`src/rtl/pwm_pkg.sv`:
```
// Shared PWM definitions: default resolution/counter widths and the capture FSM state type.
package pwm_pkg;

   localparam int unsigned PWM_R        = 8;
   localparam int unsigned PWM_CNT_BITS = 16;

   typedef enum logic [1:0] {
      IDLE = 2'd0,
      HIGH = 2'd1,
      LOW  = 2'd2
   } cap_state_e;

endpackage

```
`src/rtl/pwm_duty_div.sv`:
```
// Sequential restoring divider: quot = floor(dividend * 2^R / divisor), one quotient bit per cycle,
// saturated to 2^R. The final bit is resolved combinationally so done_c/quot_c appear R+1 cycles after start.
module pwm_duty_div
   import pwm_pkg::*;
#(
   parameter int unsigned R        = PWM_R,
   parameter int unsigned CNT_BITS = PWM_CNT_BITS
) (
   input  logic                clk,
   input  logic                reset,
   input  logic                start,
   input  logic                abort,
   input  logic [CNT_BITS-1:0] dividend,
   input  logic [CNT_BITS-1:0] divisor,
   output logic                busy,
   output logic                done_c,
   output logic [R:0]          quot_c
);

   localparam int unsigned SW     = $clog2(R + 1);
   localparam int unsigned DUTY_W = R + 1;
   localparam logic [R:0]  FULL   = DUTY_W'(1) << R;

   logic [CNT_BITS:0]   rem;
   logic [CNT_BITS-1:0] div;
   logic [R-1:0]        q;
   logic [SW-1:0]       step;

   logic                ge;
   logic [CNT_BITS-1:0] rem_sub;
   logic [R:0]          raw;

   // One restoring step: compare, conditionally subtract, shift the quotient bit in.
   always_comb begin
      ge      = rem >= {1'b0, div};
      rem_sub = ge ? CNT_BITS'(rem - {1'b0, div}) : rem[CNT_BITS-1:0];
      raw     = {q, ge};
      done_c  = busy && !abort && (step == SW'(R));
      quot_c  = (raw[R] && (|raw[R-1:0])) ? FULL : raw;
   end

   always_ff @(posedge clk or posedge reset) begin
      if (reset) begin
         busy <= 1'b0;
         rem  <= '0;
         div  <= '0;
         q    <= '0;
         step <= '0;
      end else if (abort) begin
         busy <= 1'b0;
      end else if (start) begin
         busy <= 1'b1;
         rem  <= {1'b0, dividend};
         div  <= divisor;
         q    <= '0;
         step <= '0;
      end else if (busy) begin
         rem  <= {rem_sub, 1'b0};
         q    <= raw[R-1:0];
         step <= step + 1'b1;
         if (step == SW'(R)) busy <= 1'b0;
      end
   end

endmodule

```
`src/rtl/pwm_capture.sv`:
```
// PWM measurement stage: synchronizes pwm_in, times rise-to-rise and rise-to-fall intervals,
// and converts them into a duty code in the generator's 0..2^R units.
module pwm_capture
   import pwm_pkg::*;
#(
   parameter int unsigned R           = PWM_R,
   parameter int unsigned CNT_BITS    = PWM_CNT_BITS,
   parameter int unsigned SYNC_STAGES = 2
) (
   input  logic                clk,
   input  logic                reset,
   input  logic                en,
   input  logic                pwm_in,
   output logic [CNT_BITS-1:0] period_out,
   output logic [CNT_BITS-1:0] high_out,
   output logic [R:0]          duty_out,
   output logic                valid,
   output logic                stuck_high,
   output logic                stuck_low,
   output logic                overrun
);

   localparam int unsigned         DUTY_W  = R + 1;
   localparam logic [CNT_BITS-1:0] CNT_MAX = '1;
   localparam logic [R:0]          FULL    = DUTY_W'(1) << R;

   cap_state_e state, state_next;

   logic [SYNC_STAGES-1:0] sync_q;
   logic                   level, level_d, rise, fall;
   logic                   en_d;

   logic [CNT_BITS-1:0] period_cnt, high_cnt;
   logic                fell;

   logic                cnt_restart, cap_normal, cap_timeout, to_high;
   logic [CNT_BITS-1:0] low_high, cap_high;

   logic                div_start, div_busy, div_done_c;
   logic [R:0]          div_quot_c;
   logic [CNT_BITS-1:0] pend_period, pend_high;

   // Synchronizer plus edge-detect flop; strobes come from the synchronized level only.
   always_ff @(posedge clk or posedge reset) begin
      if (reset) begin
         sync_q  <= '0;
         level_d <= 1'b0;
         en_d    <= 1'b0;
      end else begin
         sync_q  <= {sync_q[SYNC_STAGES-2:0], pwm_in};
         level_d <= level;
         en_d    <= en;
      end
   end

   assign level = sync_q[SYNC_STAGES-1];
   assign rise  = level & ~level_d;
   assign fall  = ~level & level_d;

   always_ff @(posedge clk or posedge reset) begin
      if (reset) state <= IDLE;
      else       state <= state_next;
   end

   // Edge-timing FSM: a rise in LOW is a normal capture, a saturated period counter is a timeout.
   always_comb begin
      state_next  = state;
      cnt_restart = 1'b0;
      cap_normal  = 1'b0;
      cap_timeout = 1'b0;
      to_high     = 1'b0;
      case (state)
         IDLE: begin
            if (rise) begin
               state_next  = HIGH;
               cnt_restart = 1'b1;
            end
         end
         HIGH: begin
            if (fall) state_next = LOW;
            if (period_cnt == CNT_MAX) begin
               cap_timeout = 1'b1;
               to_high     = !fall;
               cnt_restart = 1'b1;
            end
         end
         LOW: begin
            if (rise) begin
               state_next  = HIGH;
               cap_normal  = 1'b1;
               cnt_restart = 1'b1;
            end else if (period_cnt == CNT_MAX) begin
               cap_timeout = 1'b1;
               cnt_restart = 1'b1;
            end
         end
         default: state_next = IDLE;
      endcase
      if (!en) begin
         state_next  = IDLE;
         cnt_restart = 1'b0;
         cap_normal  = 1'b0;
         cap_timeout = 1'b0;
      end
   end

   // high_cnt freezes at the fall; until a fall is seen since the last restart the high time is 0.
   assign low_high  = (fell || fall) ? high_cnt : '0;
   assign cap_high  = to_high ? CNT_MAX : low_high;
   assign div_start = cap_normal && !div_busy;

   always_ff @(posedge clk or posedge reset) begin
      if (reset) begin
         period_cnt <= '0;
         high_cnt   <= '0;
         fell       <= 1'b0;
      end else if (state_next == IDLE) begin
         period_cnt <= '0;
         high_cnt   <= '0;
         fell       <= 1'b0;
      end else if (cnt_restart) begin
         period_cnt <= CNT_BITS'(1);
         high_cnt   <= CNT_BITS'(1);
         fell       <= 1'b0;
      end else begin
         period_cnt <= period_cnt + 1'b1;
         if (state == HIGH) begin
            if (fall) fell     <= 1'b1;
            else      high_cnt <= high_cnt + 1'b1;
         end
      end
   end

   pwm_duty_div #(
      .R        (R),
      .CNT_BITS (CNT_BITS)
   ) u_div (
      .clk      (clk),
      .reset    (reset),
      .start    (div_start),
      .abort    (!en),
      .dividend (low_high),
      .divisor  (period_cnt),
      .busy     (div_busy),
      .done_c   (div_done_c),
      .quot_c   (div_quot_c)
   );

   // Result registers: timeouts publish immediately, normal captures when the divider finishes.
   always_ff @(posedge clk or posedge reset) begin
      if (reset) begin
         pend_period <= '0;
         pend_high   <= '0;
         period_out  <= '0;
         high_out    <= '0;
         duty_out    <= '0;
         valid       <= 1'b0;
         stuck_high  <= 1'b0;
         stuck_low   <= 1'b0;
         overrun     <= 1'b0;
      end else begin
         valid <= 1'b0;
         if (div_start) begin
            pend_period <= period_cnt;
            pend_high   <= low_high;
         end
         if (cap_timeout) begin
            period_out <= CNT_MAX;
            high_out   <= cap_high;
            duty_out   <= to_high ? FULL : '0;
            valid      <= 1'b1;
            stuck_high <= to_high;
            stuck_low  <= !to_high;
         end else if (div_done_c) begin
            period_out <= pend_period;
            high_out   <= pend_high;
            duty_out   <= div_quot_c;
            valid      <= 1'b1;
            stuck_high <= 1'b0;
            stuck_low  <= 1'b0;
         end
         if (en_d && !en)                 overrun <= 1'b0;
         else if (cap_normal && div_busy) overrun <= 1'b1;
      end
   end

endmodule

```
`config.mk`:
```
export PLATFORM = sky130hd
export DESIGN_NAME = pwm_capture
export DESIGN_NICKNAME = d
export VERILOG_FILES = /design/src/rtl/pwm_pkg.sv /design/src/rtl/pwm_duty_div.sv /design/src/rtl/pwm_capture.sv
export SDC_FILE = /design/constraint.sdc
export NUM_CORES = 1
export LEC_CHECK = 0
export ABC_AREA = 1
export CORE_MARGIN = 2
export CORE_UTILIZATION = 45
export DETAILED_ROUTE_END_ITERATION = 8
export SYNTH_ARGS = -nofsm -noshare
export SYNTH_HDL_FRONTEND = slang
export SYNTH_SLANG_ARGS = --single-unit
```
`constraint.sdc`:
```
create_clock -name clk -period 14.7 [get_ports clk]
set_clock_uncertainty 0.2 [all_clocks]
set_input_delay 2.94 -clock clk [delete_from_list [all_inputs] [get_ports clk]]
set_output_delay 2.94 -clock clk [all_outputs]
set_load 0.01 [all_outputs]
```
## Word-level counts from Yosys, hierarchy flattened

Cells that the tools add are included.

| word-level totals | value |
|---|---|
| word-level logic and storage cells | 113 |
| bits in registers | 162 |

| operators by class | value |
|---|---|
| order comparisons | 1 |
| $add $sub $neg | 4 |
| eq/ne operators | 5 |
| multiplexer cells | 54 |
| reductions and logical operators | 24 |
| bitwise logic cells | 4 |

Operators by type and width:

| operator | count |
|---|---|
| $mux 16 | 13 |
| $mux 9 | 4 |
| $mux 17 | 2 |
| $add 16x1->16 const B | 2 |
| $mux 1 | 25 |
| $ge 17x16->1 | 1 |
| $eq 16x16->1 const B | 1 |
| $mux 8 | 2 |
| $sub 16x16->16 | 1 |
| $mux 4 | 2 |
| $reduce_and 2->1 | 4 |
| $reduce_or 8->1 | 1 |
| $logic_and 1x1->1 | 6 |
| $mux 2 | 3 |
| $reduce_bool 2->1 | 3 |
| $reduce_bool 3->1 | 2 |
| $add 4x1->4 const B | 1 |
| $eq 4x4->1 const B | 1 |
| $logic_not 1->1 | 4 |
| $logic_not 2->1 | 2 |
| $pmux 2 s2 | 1 |
| $ne 3x1->1 const B | 1 |
| $pmux 1 s3 | 1 |
| $and 1x1->1 | 2 |
| 6 further kinds | 7 |

## Logic depth before layout (Yosys ltp)

| depth | value |
|---|---|
| depth after elaboration | 8 |
| mapped depth | 16 |
| depth with buffers taken out | 14 |

## Modules after synthesis

A second synthesis with hierarchy kept.

| unflattened totals | value |
|---|---|
| cells, all modules | 1098 |
| area, all modules | 8525.7 µm² |

By module, submodules not included:

| module | seq. area each (µm²) | cells each | instances | area each (µm²) |
|---|---|---|---|---|
| pwm_capture | 2902.8 | 670 | 1 | 5401.4 |
| pwm_duty_div | 1151.1 | 428 | 1 | 3124.2 |

## Worst setup path after synthesis

No wires, ideal clock.

| timing path | value |
|---|---|
| kind | input-to-reg |
| start | in en |
| end | reg period_out[3] |
| required time | 14.369 ns |
| path buffers | 1 |
| arrival time | 3.936 ns |
| stages | 6 |
| setup slack | 10.433 ns |
| cell sequence | nand2_1 > nor2_1 > inv_1 > nor2_2 > buf_2 > a21oi_1 |

| on the way | value |
|---|---|
| longest elaborated chain between the ends | 3 |
| elaborated cells on any way between the ends | 5 |

RTL lines:

| what | RTL line | RTL |
|---|---|---|
| start, declared | pwm_capture.sv:12 | `input logic en,` |
| $logic_and 1x1->1 (2 in a row) | pwm_duty_div.sv:38 | `done_c = busy && !abort && (step == SW'(R));` |
| $reduce_bool 2->1 (no line) | - |  |
| end signal, assigned | pwm_capture.sv:175 | `period_out <= pend_period;` |
| end, declared | pwm_capture.sv:14 | `output logic [CNT_BITS-1:0] period_out,` |

Parallel ways exist; a longest one is shown, timed or not.
A chain may end at the register's enable or synchronous reset.

## Worst setup path after layout

| timing path | value |
|---|---|
| start | in en |
| end | reg u_div.step[3] |

| on the way | value |
|---|---|
| longest elaborated chain between the ends | 4 |
| elaborated cells on any way between the ends | 5 |

RTL lines:

| what | RTL line | RTL |
|---|---|---|
| $mux 1 | pwm_capture.sv:99 | `if (!en) begin` |
| $logic_and 1x1->1 | pwm_capture.sv:110 | `assign div_start = cap_normal && !div_busy;` |
| $reduce_bool 2->1 (no line) | - |  |
| $reduce_and 2->1 (no line) | - |  |
| end signal, assigned | pwm_duty_div.sv:60 | `step <= step + 1'b1;` |
| end, declared | pwm_duty_div.sv:27 | `logic [SW-1:0] step;` |

Parallel ways exist; a longest one is shown, timed or not.

==> results.tsv <==
stage	metric	value	unit
drt	vias	6324	
drt	drt_iter0_drc	510	
job	max_cap_viol_count	0	
drt	drcViolationCount	0	
drt	wl_per_cell	14.93	um
drt	vias_per_cell	5.039	
pwr	pwr-share-seq	43.2	%
cts	root_buffer	clkbuf_16	
floorplanning	design.core.area	17780	um2
placed_design	routabilityCongestion	0.8574	
cts	cts_sinks	162	
floorplanning	io_pins	49	
timing	slew_viol_final	0	
pwr	vdd_ir_drop_max	0.08782	mV
floorplanning	dieArea	19050	um2
setup_path	worstSetupPathType	input pin to flip-flop	
logic_synthesis	yosysWarnings	0	
floorplanning	die_height	138.0	um
global_route	grt_pass1_vias	6153	
floorplanning	start_util	45.45	%
drt	postRouteAntennaNets	0	
pwr	cellLeakagePower	4.578	nW
setup_path	crit_fanout	19	
setup_path	arrival	5.81	ns
logic_synthesis	yosysTopAreaCellShare	50.16	%
placed_design	dp_hpwl	13.19	mm
finish	drive_above_1_share	6.823	%
pwr	internal_power	860.0	uW
cts	insertion_delay	0.43	ns
logic_synthesis	synth_cell_type_count	43	
timing	period_minus_slack	5.662	ns
timing	max-slew-margin-rel	28.06	%
timing	worst_pin_slew	1.077	ns
pwr	swShare	28.02	%
global_route	grt_use_total	20.68	%
placed_design	io_buffers	48	
global_route	overflow	0	
drt	firstDrtPassIters	7	
floorplanning	fp.dieW	138.0	um
cts	htree_num_levels	4	
setup_path	critPathMaxStageDelay	0.82	ns
cts	cts_tree	built	
pwr	clkPwrFrac	40.4	%
timing	timing.fmax	176.6	MHz
logic_synthesis	yosys-top-cells-area	dfrtp_1 (50%), nand2_1 (9.9%), inv_1 (6.3%)	
finish	final_net_count	1042	
cts	holdBufCountCts	0	
status	status	finished, final reports clean	
cts	postCtsSetupRepairBufs	0	
timing	rsz0062_at_grt	false	
hold_path	hp-class	flip-flop to flip-flop	
floorplanning	rows	49	
setup_path	critPathTopFamily	simple AND/OR/NAND/NOR gates	
setup_path	critPathCaptureType	flip-flop	
setup_path	worst-endpoint-required	14.85	ns
timing	hold_viol_final	0	
setup_path	cp_num_buf_inv	3	
setup_path	path_cells	clkdlybuf4s50_1 -> nand2_1 -> inv_2 -> nor2_1 -> inv_2 -> nand4_1 -> o21ai_0 -> a21oi_1	
logic_synthesis	synth.net_count	1002	
drt	drt_wl_total	18.74	mm
pwr	power_density	127.5	nW/um2
timing	setup_viol	0	
setup_path	worstSetupStartpointType	input pin	
setup_path	path_common_cell	inv_2	
setup_path	crit_slowest_cell	nor2_1	
pwr	switchingPower	334.7	uW
cts	clock_path_buffers	2	
timing	fin_setup_tns	0	ns
logic_synthesis	syn_inst	973	
timing	post-route-period-util	38.52	%
finish	fill_cells	1712	
logic_synthesis	yosys_register_bits	162	
finish	antenna_cells	0	
logic_synthesis	synth_area	8082	um2
global_route	grt_pass1_wl	31.95	mm
logic_synthesis	synth_largest_area_cell	dfrtp_1	
cts	clk_pin_slew	0.07	ns
cts	numCtsBuffers	17	
global_route	antenna_found_initial	0	
pwr	power_frac_comb	16.4	%
finish	area_delta_synth_final	15.93	%
finish	final_core_util	52.70	%
logic_synthesis	avgSynthCellArea	8.306	um2
logic_synthesis	yosysSeqAreaShare	50.16	%
cts	cts_resized	0	
global_route	grt_max_degree	89	
[flip-flops by register name, summed over array words and instances (netlist names), 4 cells and up]
signal	cells
pend_high	16
u_div.div	16
high_cnt	16
pend_period	16
duty_out	9
high_out	16
u_div.step	4
period_cnt	16
u_div.q	8
period_out	16
u_div.rem	17
[routing by layer]
layer	global-route usage (%)	vias up	wire, um
met5	0	-	0
met4	4.834	0	203
met3	3.602	15	558
met2	31.55	102	8471
met1	30.99	3025	9506
li1	-	3182	-
[cell usage after synthesis, drive strengths merged]
library cell  count
nand2           218
dfrtp           162
inv             141
nor2            102
o21ai            95
nand3            52
a21oi            49
ha               24
xor2             21
buf              18
nor3             18
clkbuf           12
nand4            12
o22ai             9
xnor2             8
o211ai            6
a21boi            4
or2               4
a31oi             3
o21bai            3
clkinv            2
nand3b            2
nor3b             2
a22o              1
a41oi             1
and2              1
fa                1
nor4              1
o31ai             1
[cell usage in the layout (no fill, tap or decap), types with 12 or more instances in the layout]
cell / count
a21oi_1: 35
a21oi_2: 14
clkbuf_16: 17
clkdlybuf4s50_1: 48
dfrtp_1: 162
ha_1: 24
inv_1: 135
nand2_1: 214
nand3_1: 52
nor2_1: 97
nor3_1: 14
o21ai_0: 82
o21ai_1: 12
xor2_1: 21
[final cells by class]
type	count	area, um2	area share, %
Clock buffer	21	470.5	5.021
Clock inverter	11	173.9	1.856
Inverter	143	543.0	5.796
Multi-Input combinational cell	638	3338	35.63
Sequential cell	162	4054	43.27
Tap cell	229	286.5	3.058
Timing Repair Buffer	51	503.0	5.369
[path summary, 6_finish.rpt]
| path | from | endpoint | slack, ns | depth (start not counted) |
|---|---|---|---|---|
| min | sync_q[0]$_DFF_PP0_ | sync_q[1]$_DFF_PP0_ | 0.15 | 0 |
| min reg2reg | sync_q[0]$_DFF_PP0_ | sync_q[1]$_DFF_PP0_ | 0.15 | 0 |
| max in group asynchronous | reset | u_div.rem[15]$_DFFE_PP0P_ | 10.00 | 3 |
| min in group asynchronous | reset | valid$_DFF_PP0_ | 2.84 | 2 |
| max reg2reg | u_div.rem[8]$_DFFE_PP0P_ | u_div.rem[5]$_DFFE_PP0P_ | 11.51 | 9 |
| max | en | u_div.step[3]$_DFFE_PP0P_ | 9.04 | 8 |
[power groups by stage]
stage	Sequential (mW)	Combinational [mW]	Clock (mW)
finish	0.516	0.196	0.483
global route	0.521	0.226	0.510
CTS	0.516	0.197	0.490
global placement	0.523	0.193	0
detailed placement	0.524	0.195	0
floorplan	0.516	0.155	0
[kinds of logic (layout without fill, tap and decap cells)]
kind of cell | Yosys count | after routing | synth area share (%)
buffers and inverters | 173 | 226 | 8.623
adders and majority gates | 25 | 25 | 3.963
AOI/OAI and AO/OA | 172 | 172 | 12.15
and+or+nand+nor | 412 | 412 | 21.95
xor gates and xnor gates | 29 | 29 | 3.143
DFF | 162 | 162 | 50.16
[through the flow]
step	cell area, um2	power (mW)	hold WS [ns]	std cells	worst slack [ns]
final	9369	1.195	0.1483	1255	9.038
after global routing	9369	1.257	0.1658	1255	8.680
after CTS	9369	1.204	0.1515	1255	9.052
after detailed placement	8725	0.7189	0.1371	1223	8.543
after global placement	8725	0.7164	0.1331	1223	8.693
after floorplan	8082	0.6709	0.1312	973	7.183
No activity file was read; power rests on OpenSTA's default activity.
==> RTL edit (same flow settings) <==
Put one more register stage on the output `stuck_high`, with the module's reset. The value now appears one clock later. The other outputs are not delayed to match.
--- a/src/rtl/pwm_capture.sv
+++ b/src/rtl/pwm_capture.sv
@@ -25,2 +25,4 @@
    localparam logic [R:0]          FULL    = DUTY_W'(1) << R;
+
+   logic stuck_high_s0;
 
@@ -157,3 +159,3 @@
          valid       <= 1'b0;
-         stuck_high  <= 1'b0;
+         stuck_high_s0 <= 1'b0;
          stuck_low   <= 1'b0;
@@ -171,3 +173,3 @@
             valid      <= 1'b1;
-            stuck_high <= to_high;
+            stuck_high_s0 <= to_high;
             stuck_low  <= !to_high;
@@ -178,3 +180,3 @@
             valid      <= 1'b1;
-            stuck_high <= 1'b0;
+            stuck_high_s0 <= 1'b0;
             stuck_low  <= 1'b0;
@@ -186,2 +188,10 @@
 
+   always_ff @(posedge clk or posedge reset) begin
+      if (reset) begin
+         stuck_high <= '0;
+      end else begin
+         stuck_high <= stuck_high_s0;
+      end
+   end
+
 endmodule
Formal check against the unedited RTL: same outputs for any inputs over 10 cycles, from zero or initial values and one cycle with reset high; that may be too few to reach the edited logic, so the function may still have changed.
==> RTL edit against the unedited design <==
Design area shrank 0.24%. Sequential cell count rose by 1. Worst setup slack got worse by 0.075 ns. Area after synthesis up 0.71%. Power down 8.7%. Wire length shrank 4.8%. Count of clock-buffer cells in the layout decreased by 3. Worst hold slack improved by 0.0033 ns. Clock power fell by 12%. Critical path type unchanged. Largest cell class unchanged.
==> RTL edit: results (changes against the unedited design) <==
* Reg-to-Reg End: duty_out[8]
* CLK BUF at 18 (-14%)
* R2R Path Start: period_cnt[0]
* First drt pass iteration count at 4 (-3)
* Post-cts resize count at 0 (unchanged)
* Post-DP HPWL at 12,670 um (-3.9%)
* Rel. slew slack at 0.3551 (+0.07452)
* Leak at 4.457 nW (-2.6%)
* Total clock buffers created by CTS at 17 (unchanged)
* Largest net degree at the start of global routing at 88 (-1.1%)
* Post-synth top cells: 201 x nand2_1, 163 x dfrtp_1, 143 x inv_1, 117 x nor2_1, 79 x nand3_1
* Seq/Total Area, Yosys at 0.5012 (about the same)
* Wire length after detailed routing at 17,850 um (-4.8%)
* Hold EP: sync_q[1]
* Reg area at 4079 um^2 (+0.62%)
* Routability cong. at 0.8578 (about the same)
* Syn nets at 1,009 (+0.70%)
* Post-layout minimum cycle time at 5.737 ns (+0.07523 ns)
* Crit path from: en
* Synth warn at 0 (unchanged)
* Hold Path Cell Cnt at 0 (unchanged)
* Peak supply drop at 0.00008335 V (-5.1%)
* Post-Synthesis Cells at 980 (+0.72%)
* Reg2reg path depth at 12 (+3)
* Internal reg-to-reg setup slack at 11.57 ns (+0.06 ns)
* CP Max Fanout at 18 (-1)
* Total GRT Usage at 0.1954 (-0.01142)
* Top cells by area, synth: dfrtp_1 50%, nand2_1 9.3%, inv_1 6.6%, nor2_1 5.4%, nand3_1 4.9%
* DP Cell Count at 1,230 (+0.57%)
* CP Capture Point: u_div.step[3]
* Number of global-route vias before repair at 5,971 (-3.0%)
* Fraction of layout cells with a size suffix above 1 at 0.07260 (+0.004378)
* Die Wd at 138.5 um (+0.34%)
* Share of synthesized registers carrying an async set or reset at 1.000 (unchanged)
* CTS Sinks at 163 (+0.62%)
* Yosys cell types at 44 (+2.3%)
* Max FFs per register at 17 (unchanged)
* Place WS at 8.548 ns (+0.004960 ns)
* Iter 0 DRT Violations at 374 (-27%)
* Seq area share at 0.4364 (+0.003720)
* CTS Buffer Depth at 2 (unchanged)
* Worst path arrival time at 5.89 ns (+0.08 ns)
* NonClk Buf Share at 0.05382 (+0.0001294)
* Layout clock area frac at 0.05984 (-0.008937)
* Fillers at 1,677 (-2.0%)
* First-pass GRT wire length at 30,260 um (-5.3%)
* Reg with most FFs: u_div.rem
* Hold_ws at 0.1515 ns (+0.003271 ns)
* Clock slew at reported path FFs at 0.07 ns (about the same)
* Logic inverters at 148 (+3.5%)
* CTS H-tree depth at 4 (unchanged)
* Wire per inst at 14.14 um (-5.3%)
* Dpl cell area at 8787 um^2 (+0.72%)
* Run status: complete, no violations
* Via count at 6,205 (-1.9%)
* Signal buffers at 51 (unchanged)
* Multi-input logic portion of the cell area at 0.3585 (+0.002197)
* Multi-input gates at 639 (+0.16%)
## RTL edit: critical path, cell delays in order
cell and delay (ns):
clkdlybuf4s50_1 0.49, nand2_1 0.50, clkinv_1 0.44, nor2_2 0.65, inv_1 0.43, nand4_1 0.20, o21ai_0 0.09, a21oi_1 0.15
## RTL edit: routing by layer
metal	track usage	share of wire	routed length, um
met1	0.2814	0.50	8910
met2	0.3077	0.46	8202
met3	0.03429	0.031	562
met4	0.05156	0.0096	172
met5	0	0	0
## RTL edit: where the power goes
group,leakage [nW],internal [mW],switching (mW),total (mW)
clock network,0.248,0.234,0.189,0.423
logic,2.19,0.0547,0.0998,0.155
registers,2.02,0.492,0.0214,0.514
total,4.46,0.781,0.310,1.09
## RTL edit: cells by family (layout without fill, tap and decap cells)
family,after synthesis,count (layout),synth area share
compound gates,149,149,0.1082
flops,163,163,0.5012
simple gates,434,434,0.2294
xor+xnor,31,31,0.03336
buf+inv,178,231,0.08855
fa+ha+maj,25,25,0.03935
